$ cat config.mk
export PLATFORM = sky130hd
export DESIGN_NAME = vga_gain_sequencer
export DESIGN_NICKNAME = d
export VERILOG_FILES = /design/src/rtl/agc_pkg.sv /design/src/rtl/gain_to_vga_map.sv /design/src/rtl/vga_gain_sequencer.sv
export SDC_FILE = /design/constraint.sdc
export NUM_CORES = 1
export LEC_CHECK = 0
export CAP_MARGIN = 5
export CELL_PAD_IN_SITES_DETAIL_PLACEMENT = 0
export CELL_PAD_IN_SITES_GLOBAL_PLACEMENT = 2
export CORE_AREA = 2 2 84 86
export CTS_CLUSTER_DIAMETER = 50
export CTS_CLUSTER_SIZE = 14
export DETAILED_ROUTE_END_ITERATION = 16
export DIE_AREA = 0 0 86 88
export HOLD_SLACK_MARGIN = 0.1
export PLACE_DENSITY_LB_ADDON = 0.1
export SLEW_MARGIN = 20
export SYNTH_ARGS = -nofsm -noshare
export SYNTH_HDL_FRONTEND = slang
export SYNTH_HIERARCHICAL = 1
export SYNTH_SLANG_ARGS = --single-unit
$ cat constraint.sdc
create_clock -name clk -period 11.9 [get_ports clk]
set_input_delay 1.19 -clock clk [delete_from_list [all_inputs] [get_ports clk]]
set_output_delay 1.19 -clock clk [all_outputs]
set_load 0.05 [all_outputs]
$ cat src/rtl/agc_pkg.sv
// Shared definitions for the AGC gain path: sequencer state encoding and
// the total gain range of a VGA cascade.
package agc_pkg;

    typedef enum logic [1:0] {
        IDLE   = 2'd0,
        STEP   = 2'd1,
        SETTLE = 2'd2
    } agc_state_e;

    // Highest legal gain index: every stage but the last saturates at
    // stage_max, and the last stage adds up to last_max on top of them.
    function automatic int gain_max(input int num_stages,
                                    input int stage_max,
                                    input int last_max);
        return (num_stages - 1) * stage_max + last_max;
    endfunction

endpackage

$ cat src/rtl/gain_to_vga_map.sv
// Combinational mapping from a gain index to the flattened VGA code bus.
// Stage 0 fills first; each stage only starts once all lower stages are full.
module gain_to_vga_map #(
    parameter int NUM_STAGES = 3,
    parameter int CODE_W     = 5,
    parameter int STAGE_MAX  = 10,
    parameter int LAST_MAX   = 18,
    parameter int GAIN_W     = 6
) (
    input  logic [GAIN_W-1:0]            gain_i,
    output logic [NUM_STAGES*CODE_W-1:0] codes_o
);

    generate
        for (genvar gi = 0; gi < NUM_STAGES; gi++) begin : g_stage
            localparam int BASE   = gi * STAGE_MAX;
            localparam int CODE_M = (gi == NUM_STAGES - 1) ? LAST_MAX : STAGE_MAX;

            int                diff;
            int                clip;
            logic [CODE_W-1:0] code;

            // Portion of the gain above this stage's base, clipped to its range
            always_comb begin
                diff = int'(gain_i) - BASE;
                clip = diff;
                if (diff < 0) begin
                    clip = 0;
                end else if (diff > CODE_M) begin
                    clip = CODE_M;
                end
                code = CODE_W'(clip);
            end

            assign codes_o[gi*CODE_W +: CODE_W] = code;
        end
    endgenerate

endmodule

$ cat src/rtl/vga_gain_sequencer.sv
// Moves the VGA cascade toward a requested gain index, either in one jump
// or one code at a time, waiting a settle interval after every applied step.
module vga_gain_sequencer
    import agc_pkg::*;
#(
    parameter int NUM_STAGES    = 3,
    parameter int CODE_W        = 5,
    parameter int STAGE_MAX     = 10,
    parameter int LAST_MAX      = 18,
    parameter int GAIN_W        = 6,
    parameter int SETTLE_CYCLES = 4
) (
    input  logic                         clk,
    input  logic                         rst,
    input  logic [GAIN_W-1:0]            gain_req,
    input  logic                         gain_req_valid,
    output logic                         gain_req_ready,
    input  logic                         ramp_mode,
    input  logic                         hold,
    output logic [NUM_STAGES*CODE_W-1:0] vga_control,
    output logic [GAIN_W-1:0]            gain_cur,
    output logic                         busy,
    output logic                         done,
    output logic                         clamped
);

    localparam int                GAIN_MAX    = gain_max(NUM_STAGES, STAGE_MAX, LAST_MAX);
    localparam logic [GAIN_W-1:0] GAIN_MAX_G  = GAIN_W'(GAIN_MAX);
    localparam int                CNT_W       = $clog2(SETTLE_CYCLES + 1);
    localparam logic [CNT_W-1:0]  SETTLE_LOAD = CNT_W'(SETTLE_CYCLES);
    localparam logic [CNT_W-1:0]  CNT_LAST    = CNT_W'(1);
    localparam logic [GAIN_W-1:0] GAIN_ONE    = GAIN_W'(1);

    agc_state_e                    state_q;
    logic [CNT_W-1:0]              cnt_q;
    logic [GAIN_W-1:0]             gain_q;
    logic [GAIN_W-1:0]             gain_d;
    logic [GAIN_W-1:0]             target_q;
    logic                          ramp_q;
    logic                          done_q;
    logic                          clamped_q;
    logic [NUM_STAGES*CODE_W-1:0]  vga_q;
    logic [NUM_STAGES*CODE_W-1:0]  vga_d;

    logic                          req_over;
    logic [GAIN_W-1:0]             req_target;

    assign req_over   = (gain_req > GAIN_MAX_G);
    assign req_target = req_over ? GAIN_MAX_G : gain_req;

    // Next applied gain: only a STEP cycle without hold moves it
    always_comb begin
        gain_d = gain_q;
        if (state_q == STEP && !hold) begin
            if (!ramp_q) begin
                gain_d = target_q;
            end else if (target_q > gain_q) begin
                gain_d = gain_q + GAIN_ONE;
            end else begin
                gain_d = gain_q - GAIN_ONE;
            end
        end
    end

    // Codes are derived from the next gain so gain_cur and vga_control
    // change on the same edge with no intermediate value visible.
    gain_to_vga_map #(
        .NUM_STAGES (NUM_STAGES),
        .CODE_W     (CODE_W),
        .STAGE_MAX  (STAGE_MAX),
        .LAST_MAX   (LAST_MAX),
        .GAIN_W     (GAIN_W)
    ) u_map (
        .gain_i  (gain_d),
        .codes_o (vga_d)
    );

    // Sequencer FSM with registered gain, codes and status flags
    always_ff @(posedge clk) begin
        if (rst) begin
            state_q   <= IDLE;
            cnt_q     <= '0;
            gain_q    <= '0;
            vga_q     <= '0;
            target_q  <= '0;
            ramp_q    <= 1'b0;
            done_q    <= 1'b0;
            clamped_q <= 1'b0;
        end else begin
            done_q <= 1'b0;
            gain_q <= gain_d;
            vga_q  <= vga_d;
            case (state_q)
                IDLE: begin
                    if (gain_req_valid) begin
                        target_q  <= req_target;
                        ramp_q    <= ramp_mode;
                        clamped_q <= req_over;
                        if (req_target == gain_q) begin
                            done_q <= 1'b1;
                        end else begin
                            state_q <= STEP;
                        end
                    end
                end
                STEP: begin
                    if (!hold) begin
                        cnt_q   <= SETTLE_LOAD;
                        state_q <= SETTLE;
                    end
                end
                SETTLE: begin
                    // Leaving on the edge where the count would reach zero
                    // gives exactly SETTLE_CYCLES cycles in this state.
                    if (!hold) begin
                        if (cnt_q <= CNT_LAST) begin
                            cnt_q <= '0;
                            if (gain_q != target_q) begin
                                state_q <= STEP;
                            end else begin
                                state_q <= IDLE;
                                done_q  <= 1'b1;
                            end
                        end else begin
                            cnt_q <= cnt_q - CNT_LAST;
                        end
                    end
                end
                default: begin
                    state_q <= IDLE;
                end
            endcase
        end
    end

    assign gain_req_ready = (state_q == IDLE);
    assign busy           = (state_q != IDLE);
    assign done           = done_q;
    assign clamped        = clamped_q;
    assign gain_cur       = gain_q;
    assign vga_control    = vga_q;

endmodule

Word-level counts from Yosys, hierarchy flattened
Index checks and enable logic that the tools add are counted.
{"block": "word_totals", "out_inout_bits": 25, "ff_bits": 35, "wordCells": 74, "in_bits": 11, "latchBits": 0, "rom_bits": 0, "n_memories": 0, "mem_bits_rw": 0}
{"block": "op_classes", "n_eq_ne": 9, "n_shift": 0, "n_mux": 24, "div_mod_pow": 0, "reduce_logical": 14, "bitwise": 0, "n_mul": 0, "n_lt_le_gt_ge": 9, "addsub": 5}
{"cell": "$mux W6", "n": 4}
{"cell": "$lt A7 B1 Y1 const B", "n": 2}
{"cell": "$mux W2", "n": 5}
{"cell": "$ne A2 B2 Y1 const B", "n": 5}
{"cell": "$mux W3", "n": 3}
{"cell": "$reduce_or A3 Y1", "n": 3}
{"cell": "$mux W4", "n": 2}
{"cell": "$gt A7 B5 Y1 const B", "n": 1}
{"cell": "$gt A7 B6 Y1 const B", "n": 1}
{"cell": "$sub A6 B4 Y7 const B", "n": 1}
{"cell": "$sub A6 B5 Y7 const B", "n": 1}
{"cell": "$add A6 B1 Y6 const B", "n": 1}
{"cell": "$eq A6 B6 Y1", "n": 1}
{"cell": "$gt A6 B4 Y1 const B", "n": 1}
{"cell": "$gt A6 B6 Y1", "n": 1}
{"cell": "$gt A6 B6 Y1 const B", "n": 1}
{"cell": "$lt A6 B1 Y1 const B", "n": 1}
{"cell": "$mux W1", "n": 6}
{"cell": "$ne A6 B6 Y1", "n": 1}
{"cell": "$pmux W2 S3", "n": 1}
{"cell": "$pmux W3 S2", "n": 1}
{"cell": "$reduce_or A2 Y1", "n": 3}
{"cell": "$sub A6 B1 Y6 const B", "n": 1}
{"cell": "$mux W5", "n": 1}
{"cell": "12 further kinds", "n": 13}

Longest topological paths before layout
Gate-level depths: netlist of run 1.
{"block": "logic_depth", "depth_word": 7, "depth_mapped": 19, "mapped_depth_nobuf": 19}

By module
Netlist of run 1, hierarchy kept.
{"module": "vga_gain_sequencer", "cells_per_inst": 214, "instances": 1, "seq_area_each_um2": 700.7, "area_per_inst_um2": 1820.5}
{"module": "gain_to_vga_map", "cells_per_inst": 62, "instances": 1, "seq_area_each_um2": 0.0, "area_per_inst_um2": 405.4}

Worst setup path after synthesis of run 1
OpenSTA, ideal clock, no wires.
{"block": "synth_timing", "path_type": "flip-flop to flip-flop", "from": "register gain_q[1] (netlist: gain_cur[1])", "to": "register vga_q[6] (netlist: vga_control[6])", "arrival_time_ns": 4.284, "synth_period_minus_slack_ns": 4.414, "n_path_buf": 0, "stages_incl_launch_ff": 20, "t_required_ns": 11.771, "slack_ns": 7.486, "path_cell_list": "dfxtp_1 -> inv_1 -> ha_1 -> nor2b_1 -> o21a_1 -> o21bai_1 -> a21oi_1 -> inv_1 -> ha_1 -> a211oi_1 -> o21bai_1 -> a21oi_1 -> nand2b_2 -> mux2i_2 -> nor3_1 -> inv_1 -> or3_1 -> a211oi_1 -> a211oi_1 -> nor2b_1"}
{"block": "synth_via", "elab_chain_cells": 7, "word_cells_on_any_way": 11, "cone_classes": "3 x add/sub; 3 x order compare; 4 x mux; 1 x reduce/logical"}
{"item": "start, declared", "line_no": "vga_gain_sequencer.sv:36", "rtl": "logic [GAIN_W-1:0] gain_q;"}
{"item": "start signal, assigned", "line_no": "vga_gain_sequencer.sv:91", "rtl": "gain_q <= gain_d;"}
{"item": "$sub A6 B1 Y6, or another cell as far along", "line_no": "vga_gain_sequencer.sv:60", "rtl": "gain_d = gain_q - GAIN_ONE;"}
{"item": "$mux W6 (*)", "line_no": "vga_gain_sequencer.sv:57", "rtl": "end else if (target_q > gain_q) begin"}
{"item": "$mux W6 (*)", "line_no": "vga_gain_sequencer.sv:55", "rtl": "if (!ramp_q) begin"}
{"item": "$mux W6 (*)", "line_no": "vga_gain_sequencer.sv:54", "rtl": "if (state_q == STEP && !hold) begin"}
{"item": "net gain_d[5]", "line_no": "vga_gain_sequencer.sv:37", "rtl": "logic [GAIN_W-1:0] gain_d;"}
{"item": "$sub A6 B4 Y7 (*)", "line_no": "gain_to_vga_map.sv:25", "rtl": "diff = int'(gain_i) - BASE;"}
{"item": "$gt A7 B5 Y1 / $lt A7 B1 Y1 (equally long branches)", "line_no": "gain_to_vga_map.sv:29, gain_to_vga_map.sv:27"}
{"item": "$mux W4 / $reduce_or A2 Y1 (equally long branches)"}
{"item": "end signal, assigned", "line_no": "vga_gain_sequencer.sv:92", "rtl": "vga_q <= vga_d;"}
{"item": "end, declared", "line_no": "vga_gain_sequencer.sv:42", "rtl": "logic [NUM_STAGES*CODE_W-1:0] vga_q;"}
The timed path passes the listed nets; every way through them passes the cells marked *.
A chain may end at the register's enable or synchronous reset.

Worst setup path in the final report of run 1
{"block": "layout_timing", "from": "register gain_q[5] (netlist: gain_cur[5])", "to": "register vga_q[6] (netlist: vga_control[6])"}
{"block": "layout_via", "elab_chain_cells": 7, "word_cells_on_any_way": 11, "cone_classes": "3 x add/sub; 3 x order compare; 4 x mux; 1 x reduce/logical"}
{"item": "$sub A6 B1 Y6, or another cell as far along", "line_no": "vga_gain_sequencer.sv:60"}
{"item": "$mux W6", "line_no": "vga_gain_sequencer.sv:57"}
{"item": "$mux W6", "line_no": "vga_gain_sequencer.sv:55"}
{"item": "$mux W6 (*)", "line_no": "vga_gain_sequencer.sv:54"}
{"item": "net gain_d[5]", "line_no": "vga_gain_sequencer.sv:37"}
{"item": "$sub A6 B4 Y7 (*)", "line_no": "gain_to_vga_map.sv:25"}
{"item": "$gt A7 B5 Y1 / $lt A7 B1 Y1 (equally long branches)", "line_no": "gain_to_vga_map.sv:29, gain_to_vga_map.sv:27"}
{"item": "$mux W4 / $reduce_or A2 Y1 (equally long branches)"}
Marked as above.

==> results.py, run 1 <==
metrics = {
    "grt": {
        "grt_pass1_wl_mm": 9.50,
        "grt_max_degree": 37,
        "grt_pass1_vias": 1919,
        "grt_overflow": 0,
        "grtUsageTotal_pct": 16.1,
        "antenna_found_initial": 0,
    },
    "clocking": {
        "cts_buffers": 5,
        "cts_resized": 0,
        "cts_setup_buffers": 0,
        "cts_sinks": 35,
        "postCtsHoldBufs": 0,
        "clk_pin_slew_ns": 0.08,
        "root_buffer": "clkbuf_8",
        "cts_tree": "built",
        "htreeDepth": 2,
        "insertion_delay_ns": 0.29,
        "cts_buffer_depth": 2,
    },
    "setup_path": {
        "critPathTopFamily": "compound AO/OA/AOI/OAI gates",
        "r2r_cells": 18,
        "cp_num_buf_inv": 3,
        "cpMaxStageDelayCell": "nor3_1",
        "critPathKind": "flip-flop to flip-flop",
        "cp_cell_sequence": "inv_1 -> ha_1 -> nand3_1 -> o21bai_1 -> a21oi_1 -> inv_1 -> ha_1 -> a211oi_1 -> o21bai_1 -> a21oi_1 -> nand2b_1 -> mux2i_2 -> nor3_1 -> inv_1 -> or3_1 -> a211oi_1 -> a211oi_1 -> nor2b_1",
        "cp.arrival_ns": 4.72,
        "rrSetupSlack_ns": 7.35,
        "r2r-start": "gain_cur[5]",
        "r2r_end": "vga_control[6]",
        "crit_fanout": 7,
        "critical_path.max_stage_delay_ns": 0.52,
        "worst_ep_required_time_ns": 12.07,
        "crit_path_start_kind": "flip-flop",
        "end_kind": "flip-flop",
    },
    "timing": {
        "fin_ws_ns": 7.35,
        "rsz0062_at_grt": "no",
        "slew_viol_final": 0,
        "finalClockSkew_ns": 0.00583,
        "fin_crit_ns": 4.55,
        "slew_headroom_pct": 41.6,
        "max_freq_mhz": 220,
        "timing.setup.tns_ns": 0,
        "finalCritPeriodShare_pct": 38.2,
        "hold_violations": 0,
        "setup_viol": 0,
        "worst_slew_pin_slew_ns": 0.877,
    },
    "detailed_routing": {
        "wl_per_cell_um": 14.1,
        "num_vias": 1992,
        "route.detailed.drc": 0,
        "ant_nets": 0,
        "firstDrtPassIters": 6,
        "drt_iter0_markers": 102,
        "wirelength_mm": 5.52,
        "vias_per_cell": 5.09,
    },
    "pwr": {
        "vdd_drop_max_mv": 0.129,
        "power_density_mw_per_mm2": 257,
        "p_leak_nw": 1.07,
    },
    "cells_and_area": {
        "seqCellArea_um2": 701,
        "fill_cells": 698,
        "drive_gt1_share_pct": 6.75,
        "finalInstanceArea_mm2": 0.00276,
        "num_antenna_cells": 0,
        "final_cell_count_no_fill": 391,
        "final_cell_mix": "dfxtp_1, clkdlybuf4s50_1, a21oi_1",
        "multi_input_area_mm2": 0.00140,
        "nets": 342,
        "area_delta_synth_final_pct": 23.9,
    },
    "placed_design": {
        "gp_congestion": 0.742,
        "place_hpwl_mm": 4.08,
        "numPortBuffers": 35,
        "dpl_cell_area_mm2": 0.00264,
        "dp.cells": 383,
        "pre_cts_ws_ns": 7.37,
    },
    "synth": {
        "ys.flop_type": "dfxtp_1",
        "syn_avg_cell_area_um2": 8.06,
        "ys_top_cells_by_area": "dfxtp_1, ha_1, nor2b_1",
        "synth_edf_count": 0,
        "synth.largest_area_cell": "dfxtp_1",
        "syn_area_mm2": 0.00223,
        "synth_top_area_share_pct": 31.5,
        "ys_warn_count": 6,
        "yosysSeqAreaShare_pct": 31.5,
        "async_flop_share_pct": 0,
        "syn_inst": 276,
        "ys_seq_elements": 35,
        "synth.distinct_cells": 45,
    },
    "floorplan": {
        "core_mm2": 0.00664,
        "die_y_um": 88,
        "io_pins": 36,
        "die_w_um": 86,
        "initial_core_util_pct": 33.5,
        "rows": 30,
        "die_area_mm2": 0.00757,
    },
    "worst_hold_path": {
        "min_to": "clamped",
        "worstHoldPathCells": 2,
        "worstHoldPathType": "flip-flop to flip-flop",
        "hold_path.startpoint": "clamped",
    },
    "status": {
        "status": "finished clean",
    },
    "flow_run": {
        "maxCapViolCount": 0,
    },
}
-- through the flow --
stage	hold slack [ns]	util (%)	power (mW)
2_1_floorplan	0.453	-	0.494
3_3_place_gp	0.441	39.7	0.602
3_5_place_dp	0.444	39.7	0.600
4_1_cts	0.454	41.5	0.718
5_1_grt	0.499	41.5	0.777
6_report	0.449	41.5	0.708
-- report_power, final --
part	internal [mW]	total [mW]	switching, mW
clock	0.0678	0.114	0.0462
combinational	0.167	0.429	0.262
sequential	0.142	0.165	0.0228
total	0.377	0.708	0.331
-- synthesized netlist by cell type (3+ instances only) --
master     n
mux2i_1    3
o21a_1     3
a21oi_1   25
a211oi_1   6
o21ai_0   18
and2_1     4
and3_1     5
xnor2_1    5
nor2_1    19
nor2b_1   24
nand2_1   23
o211ai_1   3
nand3_1    6
inv_1     18
clkbuf_1   7
a21o_1     4
nor3_1     7
ha_1      20
or3_1      4
nand2b_1   5
dfxtp_1   35
-- how the worst max path moves through the flow --
stage	slack (ns)	from	endpoint	depth (start not counted)
after floorplan	7.49	gain_cur[1]	vga_control[6]	19
after global placement	7.43	gain_cur[1]	vga_control[12]	18
after detailed placement	7.37	gain_cur[1]	vga_control[6]	19
after CTS	7.34	gain_cur[1]	vga_control[6]	19
after global routing	6.81	gain_cur[1]	vga_control[6]	19
final	7.35	gain_cur[5]	vga_control[6]	18
-- cell families (layout without fill, tap and decap cells) --
| logic type | after synthesis | in the layout | synth area share (%) |
|---|---|---|---|
| simple gates | 103 | 103 | 24.5 |
| buf+inv | 31 | 65 | 6.01 |
| xor+xnor | 5 | 5 | 1.97 |
| compound gates | 76 | 76 | 21.8 |
| other cells | 1 | 2 | 0.168 |
| mux | 4 | 4 | 1.97 |
| fa+ha+maj | 21 | 21 | 12.1 |
| flops | 35 | 35 | 31.5 |
-- tightest hold or removal path, cell delays in order (launching register included) --
cell	delay (ns)
dfxtp_1	0.31
nand2_1	0.05
a21oi_1	0.05
-- metal layers --
metal	track usage (%)	vias up	share of wire [%]
met5	0	-	0
met1	21.5	917	48
met2	25.4	47	45
met3	4.05	7	5.2
li1	-	1021	-
met4	5.34	0	1.3
-- sequential cells by signal, indices dropped and copies added, names as in the netlist --
register	count
clamped	1
cnt_q	3
done	1
gain_cur	6
ramp_q	1
state_q	2
target_q	6
vga_control	15
-- layout make-up --
| cell class | count | area share, % |
|---|---|---|
| Clock buffer | 6 | 2.99 |
| Clock inverter | 2 | 1.27 |
| Multi-Input combinational cell | 211 | 50.6 |
| Inverter | 19 | 2.59 |
| Sequential cell | 35 | 25.4 |
| Timing Repair Buffer | 38 | 13.5 |
| Tap cell | 80 | 3.63 |
Power figures use the tool's default switching activity.
==> run 2: changes to the inputs <==
- CORE_AREA: 2 2 84 86 -> 2 2 93 95
- DIE_AREA: 0 0 86 88 -> 0 0 95 97
- clock period: 11.9 -> 3.95 ns (I/O delays scaled with it)
==> results.py, run 2 (synthesis gave the netlist of run 1 again) <==
metrics = {
    "pwr": {
        "power_density_mw_per_mm2": 785,
        "p_leak_nw": 1.15,
        "vdd_drop_max_mv": 0.283,
        "p_total_mw": 2.30,
    },
    "setup_path": {
        "critical_path.max_stage_delay_ns": 0.38,
        "crit_fanout": 5,
        "worst_ep_required_time_ns": 4.11,
        "cpMaxStageDelayCell": "or3_1",
        "cp_cell_sequence": "inv_1 -> ha_1 -> nor2b_1 -> o21a_1 -> o21bai_1 -> a21oi_2 -> inv_2 -> ha_1 -> a211oi_2 -> o21bai_1 -> a21oi_2 -> nand2b_1 -> mux2i_2 -> nor3_2 -> inv_1 -> or3_1 -> a211oi_2 -> a211oi_1 -> nor2b_1",
        "end_kind": "flip-flop",
        "critPathKind": "flip-flop to flip-flop",
        "cp.arrival_ns": 3.78,
        "cp_num_buf_inv": 3,
        "crit_path_start_kind": "flip-flop",
        "rrSetupSlack_ns": 0.33,
        "critPathTopFamily": "compound AO/OA/AOI/OAI gates",
    },
    "detailed_routing": {
        "vias_per_cell": 4.76,
        "route.detailed.drc": 0,
        "wirelength_mm": 6.03,
        "wl_per_cell_um": 14.0,
        "drt_iter0_markers": 25,
        "firstDrtPassIters": 4,
        "ant_nets": 0,
        "num_vias": 2057,
    },
    "cells_and_area": {
        "final_cell_mix": "clkdlybuf4s50_1, dfxtp_1, nor2b_1",
        "area_delta_synth_final_pct": 31.8,
        "final_util_pct": 36.1,
        "num_antenna_cells": 0,
        "fill_cells": 871,
        "largest_register_ff_count": 15,
        "drive_gt1_share_pct": 15.6,
        "finalInstanceArea_mm2": 0.00293,
        "nets": 358,
        "final_common_cell": "clkdlybuf4s50_1",
    },
    "placed_design": {
        "numPortBuffers": 35,
        "place_hpwl_mm": 4.59,
        "pre_cts_ws_ns": 0.0352,
        "gp_congestion": 0.809,
        "dpl_cell_area_mm2": 0.00281,
    },
    "floorplan": {
        "die_y_um": 97,
        "initial_core_util_pct": 27.4,
        "rows": 33,
        "die_area_mm2": 0.00922,
        "die_w_um": 95,
        "core_mm2": 0.00813,
        "io_pins": 36,
    },
    "timing": {
        "hold_violations": 0,
        "fin_crit_ns": 3.62,
        "fin_ws_ns": 0.328,
        "setup_viol": 0,
        "finalCritPeriodShare_pct": 91.7,
        "slew_viol_final": 0,
        "slew_headroom_pct": 53.4,
        "worst_slew_pin_slew_ns": 0.691,
        "max_freq_mhz": 276,
        "finalClockSkew_ns": 0.00538,
    },
    "grt": {
        "grt_pass1_vias": 2083,
        "grt_pass1_wl_mm": 10.3,
        "grt_overflow": 0,
        "antenna_found_initial": 0,
        "grt_max_degree": 27,
        "grtUsageTotal_pct": 14.1,
    },
    "flow_run": {
        "maxCapViolCount": 0,
    },
    "clocking": {
        "cts_tree": "built",
        "htreeDepth": 2,
        "clk_pin_slew_ns": 0.07,
        "cts_buffers": 5,
        "insertion_delay_ns": 0.28,
        "root_buffer": "clkbuf_8",
        "cts_buffer_depth": 2,
        "cts_setup_buffers": 0,
        "cts_sinks": 35,
    },
    "worst_hold_path": {
        "worstHoldPathType": "flip-flop to flip-flop",
    },
    "status": {
        "status": "finished clean",
    },
}
-- run 2: timing repair --
action,in CTS,in global routing
hold buffers,0,0
resized for setup,0,9
hold endpoints to repair,0,0
setup endpoints to repair,0,11
-- run 2: path summary, 6_finish.rpt --
check        depth (start not counted)        endpoint        start
max                                 19  vga_control[6]  gain_cur[1]
min                                  2         clamped      clamped
max reg2reg                         19  vga_control[6]  gain_cur[1]
min reg2reg                          2         clamped      clamped
-- run 2: stage by stage --
stage | setup TNS (ns) | hold slack (ns) | instances
global placement | 0 | 0.439 | 424
floorplan | 0 | 0.453 | 277
finish | 0 | 0.455 | 432
detailed placement | 0 | 0.447 | 424
CTS | 0 | 0.458 | 432
global route | -0.0445 | 0.494 | 432
-- run 2: power by group --
part	internal (mW)	switching, mW
Combinational	0.662	0.861
Clock	0.159	0.130
Sequential	0.431	0.0600
-- run 2: worst reg2reg max path, cell delays in order, from the launching register on --
cell and delay, ns:
dfxtp_4 0.37, inv_1 0.07, ha_1 0.30, nor2b_1 0.13, o21a_1 0.16, o21bai_1 0.15
a21oi_2 0.09, inv_2 0.10, ha_1 0.26, a211oi_2 0.25, o21bai_1 0.12, a21oi_2 0.20
nand2b_1 0.15, mux2i_2 0.09, nor3_2 0.19, inv_1 0.08, or3_1 0.38, a211oi_2 0.22
a211oi_1 0.07, nor2b_1 0.14
-- run 2: cell type report --
class	instances	area (um^2)	area share (%)
multi-input combinational	211	1430	48.8
tap	105	131	4.48
clock buffer	8	100	3.41
timing repair buffer	54	488	16.6
sequential	35	711	24.2
inverter	19	71.3	2.43
-- run 2: routing by layer --
layer	vias up	GRT usage, %	part of all wire [%]
met1	960	19.0	48
met4	0	3.01	0.80
met2	41	22.9	48
met5	-	0	0
met3	4	3.04	3.7
li1	1052	-	-
